`src/rtl/aes_gcm_ctr_block_gen.sv`:
```
// AES-GCM counter-block generator: pairs each AAD/text block with its CTR block
// and queues them in a 2-entry FIFO whose head is held in output registers.
module aes_gcm_ctr_block_gen (
  input  logic         clk,
  input  logic         rst,
  input  logic [0:127] i_counter,
  input  logic [0:2]   i_phase,
  input  logic [0:95]  i_iv,
  input  logic [0:127] i_aad,
  input  logic [0:127] i_plain_text,
  input  logic         i_new_instance,
  input  logic         i_ready,
  output logic         o_valid,
  output logic [0:127] o_ctr_block,
  output logic [0:127] o_data_block,
  output logic         o_is_aad,
  output logic         o_first,
  output logic         o_last,
  output logic [0:127] o_j0,
  output logic         o_overflow
);

  typedef struct packed {
    logic [0:127] ctr;
    logic [0:127] data;
    logic         is_aad;
    logic         first;
    logic         last;
  } entry_t;

  // Text index is tracked locally, so the stage-1 counter is not needed.
  logic unused_counter;
  assign unused_counter = ^i_counter;

  entry_t       head_q, head_d, tail_q, tail_d, new_e;
  logic [1:0]   count_q, count_d;
  logic         valid_q, valid_d;
  logic [31:0]  t_q, t_d, t_eff;
  logic [0:127] j0_q, j0_d;
  logic         ovf_q, ovf_d;
  logic         push, is_text, pop, drop;

  always_comb begin
    t_eff   = i_new_instance ? '0 : t_q;
    push    = 1'b1;
    is_text = 1'b0;
    new_e   = '0;
    unique case (i_phase)
      3'b100: push = 1'b0;
      3'b010: begin
        new_e.data   = i_aad;
        new_e.is_aad = 1'b1;
      end
      default: begin
        is_text     = 1'b1;
        new_e.data  = i_plain_text;
        new_e.ctr   = {i_iv, t_eff + 32'd2};
        new_e.first = (i_phase == 3'b000) || (i_phase == 3'b111);
        new_e.last  = (i_phase == 3'b011) || (i_phase == 3'b111);
      end
    endcase
  end

  assign pop  = valid_q && i_ready;
  assign drop = push && (count_q == 2'd2) && !pop;

  always_comb begin
    head_d  = head_q;
    tail_d  = tail_q;
    count_d = count_q;
    unique case (count_q)
      2'd0: begin
        if (push) begin
          head_d  = new_e;
          count_d = 2'd1;
        end
      end
      2'd1: begin
        if (push && pop) begin
          head_d = new_e;
        end else if (pop) begin
          // Clearing the head keeps the flags low while the queue is empty.
          head_d  = '0;
          count_d = 2'd0;
        end else if (push) begin
          tail_d  = new_e;
          count_d = 2'd2;
        end
      end
      default: begin
        if (pop) begin
          head_d = tail_q;
          if (push) tail_d = new_e;
          else      count_d = 2'd1;
        end
      end
    endcase
    valid_d = (count_d != 2'd0);
  end

  always_comb begin
    t_d   = t_q;
    j0_d  = j0_q;
    ovf_d = ovf_q;
    if (i_new_instance) begin
      t_d   = '0;
      j0_d  = {i_iv, 32'h0000_0001};
      ovf_d = 1'b0;
    end
    // The index advances even when the entry itself is dropped.
    if (push && is_text) t_d = t_eff + 32'd1;
    if (drop)            ovf_d = 1'b1;
  end

  always_ff @(posedge clk or posedge rst) begin
    if (rst) begin
      head_q  <= '0;
      tail_q  <= '0;
      count_q <= '0;
      valid_q <= 1'b0;
      t_q     <= '0;
      j0_q    <= '0;
      ovf_q   <= 1'b0;
    end else begin
      head_q  <= head_d;
      tail_q  <= tail_d;
      count_q <= count_d;
      valid_q <= valid_d;
      t_q     <= t_d;
      j0_q    <= j0_d;
      ovf_q   <= ovf_d;
    end
  end

  assign o_valid      = valid_q;
  assign o_ctr_block  = head_q.ctr;
  assign o_data_block = head_q.data;
  assign o_is_aad     = head_q.is_aad;
  assign o_first      = head_q.first;
  assign o_last       = head_q.last;
  assign o_j0         = j0_q;
  assign o_overflow   = ovf_q;

endmodule

```
`config.mk`:
```
export PLATFORM = sky130hd
export DESIGN_NAME = aes_gcm_ctr_block_gen
export DESIGN_NICKNAME = d
export VERILOG_FILES = /design/src/rtl/aes_gcm_ctr_block_gen.sv
export SDC_FILE = /design/constraint.sdc
export NUM_CORES = 2
export LEC_CHECK = 0
export ABC_AREA = 0
export BUFFER_PORTS_ARGS = -buffer_cell sky130_fd_sc_hd__buf_2
export CAP_MARGIN = 20
export CORE_AREA = 2 2 338 340
export DETAILED_ROUTE_END_ITERATION = 10
export DIE_AREA = 0 0 340 342
export GPL_TIMING_DRIVEN = 0
export PLACE_DENSITY_LB_ADDON = 0.3
export SETUP_SLACK_MARGIN = 0.3
export SLEW_MARGIN = 20
export SYNTH_ARGS = -nofsm -noshare
export SYNTH_HDL_FRONTEND = slang
export SYNTH_SLANG_ARGS = --single-unit
```
`constraint.sdc`:
```
create_clock -name clk -period 33.2 [get_ports clk]
set_input_delay 6.64 -clock clk [delete_from_list [all_inputs] [get_ports clk]]
set_output_delay 6.64 -clock clk [all_outputs]
set_load 0.01 [all_outputs]
```
==> reports/qor_table.md <==
| Metric | This run |
|:---|:---|
| Cell accounting for the most synthesized area | dfrtp_1 |
| Maximum vdd drop | 0.0342 mV |
| Data required time at the worst endpoint | 33740 ps |
| Path class of the lowest-slack min-delay path | flip-flop to flip-flop |
| Area of the core | 0.113 mm2 |
| Power Density | 65.7 mW/mm2 |
| Arrival time of the worst setup path | 9800 ps |
| Via count of the first global-routing pass | 23.7k |
| ANT nets after route | 0 |
| Endpoints failing hold | 0 |
| Cell total after placement | 4857 |
| Clock buffers created by TritonCTS | 78 |
| Via density per instance | 4.79 |
| Number of buffers added to fix hold violations after cts | 0 |
| HPWL reported at the end of detailed placement | 84.9 mm |
| Drt first pass iters | 5 |
| Wire length per cell | 22.7 um |
| Worst setup EP type | flip-flop |
| Crit path launch type | primary input |
| Most crowded layer after global routing | met2 |
| Final total power | 2.39 mW |
| Met3 GRT Util | 0.0539 |
| TritonCTS clock tree | built |
| Largest net degree at the start of global routing | 103 |
| Layout cells sized above 1 | 0.315 |
| Worst min-delay path startpoint | o_j0[127]$_DFFE_PP0P_ |
| Clock root buffer | clkbuf_16 |
| Number of filler instances in the final layout | 11.9k |
| GRT met2 Usage | 0.311 |
| Avg Synthesized Cell Area | 10.8 um2 |
| DIE AREA | 0.116 mm2 |
| FFs w/ async S/R, synth | 1.00 |
| Row cnt | 124 |
| Cts repair resizes | 0 |
| Period utilisation layout | 0.279 |
| Number of nets in the layout | 3915 |
| Gr usage total | 0.189 |
| Post-route non-filler standard cell count | 5002 |
| Synthesized area | 0.0280 mm2 |
| Synth Register Bits | 651 |
| Min cycle time layout | 9250 ps |
| Global placer's final weighted congestion | 0.829 |
| Share of synthesized area occupied by flip-flops and latches | 0.582 |
| Maximum clock rate | 108 MHz |
| Launching point of the worst reg2reg path | count_q[1]$_DFF_PP0_ |
| Io pins | 876 |
| First-pass GRT wire length | 163 mm |
| Smallest hold slack | 463 ps |
| Total leakage power | 16.9 nW |
| Vias | 23.9k |
| Area fraction of the dominant cell type after synthesis | 0.582 |
| Die outline width | 340 um |
| Total length of routed wires | 114 mm |
| Worst relative slew slack | 0.351 |
| Slew Limit Fails | 0 |
| Initial core utilization | 0.247 |
| Count of input and output buffers | 715 |
| Most used flip-flop cell after synthesis | dfrtp_1 |
| Clock network latency to the later pin of the worst-skew pair | 650 ps |
| Synth cell types | 64 |
| Kind of critical path | primary input to flip-flop |
| Area growth syn-to-layout | 30.1% |
| Cells after synthesis | 2593 |
| Met1 track demand over resource | 0.234 |
| Number of sinks on the clock net | 651 |
| Setup repair after global routing missed its margin | false |
| Violation count after the first detailed-routing iteration | 1676 |
| Synth warnings | 0 |
| Residual DRC count | 0 |
| Critical Path Start | i_phase[1] |
| Worst-margin pin slew | 970 ps |
| Grt ovf | 0 |
| Maximum fanout encountered on the critical timing path | 10 |
| Post-CTS repair timing setup buffer count | 0 |
| Maximum buffer depth of the clock tree | 3 |
| Outcome | finished, final reports clean |
| Clock edge transition at the registers on the reported setup and hold paths | 60 ps |
| Max-capacitance violation count | 0 |
| Final setup fails | 0 |
| Post-synth EDFFs | 0 |
| Synth area leaders | dfrtp_1, o21ai_0, nand2_1 |
| Height of the die | 342 um |
| Clock Skew | 30.2 ps |
| Initial antenna violation count | 15 |
| Total number of H-tree levels | 3 |
==> metrics by stage <==
step | setup WS, ps | cell area, um2 | util | TNS [ps]
3_5_place_dp | 23200 | 33800 | 0.299 | 0
6_report | 23950 | 36400 | 0.322 | 0
3_3_place_gp | -437 | 33600 | 0.297 | -171580
2_1_floorplan | 8320 | 28100 | - | 0
5_1_grt | 23760 | 36400 | 0.322 | 0
4_1_cts | 23880 | 36400 | 0.322 | 0
==> routing by layer <==
metal  vias to the layer above  wire, um
met5                         -        13
met4                         2      4070
met3                       180      8480
met2                       797     54100
met1                     12000     47000
li1                      11000         -
==> cells by family (layout without fill, tap and decap cells) <==
logic type,count (synthesis),after routing,synth area share
mux,97,97,0.0390
buf+inv,259,1118,0.0440
fa+ha+maj,3,3,0.00134
xor+xnor,58,58,0.0182
simple gates,710,710,0.110
other cells,1,39,0.000134
compound gates,814,814,0.204
flops,651,651,0.582
==> synthesized netlist by cell type (11+ instances only) <==
library cell and count:
nand3_1 26, nor2b_1 13, buf_2 99, buf_1 11, xnor2_1 33, a22oi_1 133
dfrtp_1 651, mux2_2 96, xor2_1 25, a221oi_1 102, a22o_1 97, o21ai_0 270
o22ai_1 13, a2bb2oi_1 129, o21ai_1 29, nand2_1 328, buf_4 34, nor2_1 254
a21oi_1 23, nand4_1 14, clkbuf_1 106, nand2b_1 15
==> worst max-delay path, cell delays in order <==
cell and delay [ps]:
buf_2 170, nor3b_2 810, clkbuf_2 660, buf_2 570, a22oi_1 440, a2bb2oi_1 280, o21ai_0 160
==> cells in the final DEF, fill, tap and decap left out, types with 97 or more instances in the layout <==
cell,count
a2bb2oi_1,129
nand2_1,328
a221oi_1,102
o21ai_0,270
a22oi_1,133
a22o_1,97
clkbuf_1,118
dfrtp_1,651
nor2_1,253
buf_2,814
==> sequential cells by signal, indices dropped and copies added, names as in the netlist, 2 cells and up <==
register / flops
count_q: 2
o_j0: 97
o_ctr_block: 128
o_data_block: 128
tail_q: 259
t_q: 32
==> worst paths after layout <==
check	endpoint	slack, ps	cells past startpoint
max	o_data_block[22]$_DFFE_PP0P_	23950	7
min	o_j0[127]$_DFFE_PP0P_	460	1
max reg2reg	tail_q[168]$_DFFE_PP0P_	29950	10
min reg2reg	o_j0[127]$_DFFE_PP0P_	460	1
max in group asynchronous	o_ctr_block[79]$_DFFE_PP0P_	25300	5
min in group asynchronous	o_data_block[96]$_DFFE_PP0P_	6000	2
==> area by class of cell <==
type	instances	area, um2	area share
repair buffers	722	3770	0.104
multi-input cells	1713	10600	0.290
clock buffers	109	2210	0.0607
inverters	8	37.5	0.00103
clock inverters	28	392	0.0108
flip-flops and latches	651	16300	0.448
diodes	8	20.0	0.000550
plain buffers	251	1210	0.0332
well taps	1512	1890	0.0520
==> where the power goes <==
group / total (mW) / leakage (nW) / switching (mW) / internal, mW
sequential: 1.01 / 8.12 / 0.0756 / 0.936
clock: 0.873 / 1.27 / 0.364 / 0.509
combinational: 0.506 / 7.48 / 0.314 / 0.192
total: 2.39 / 16.9 / 0.754 / 1.64
Power figures use the tool's default switching activity.
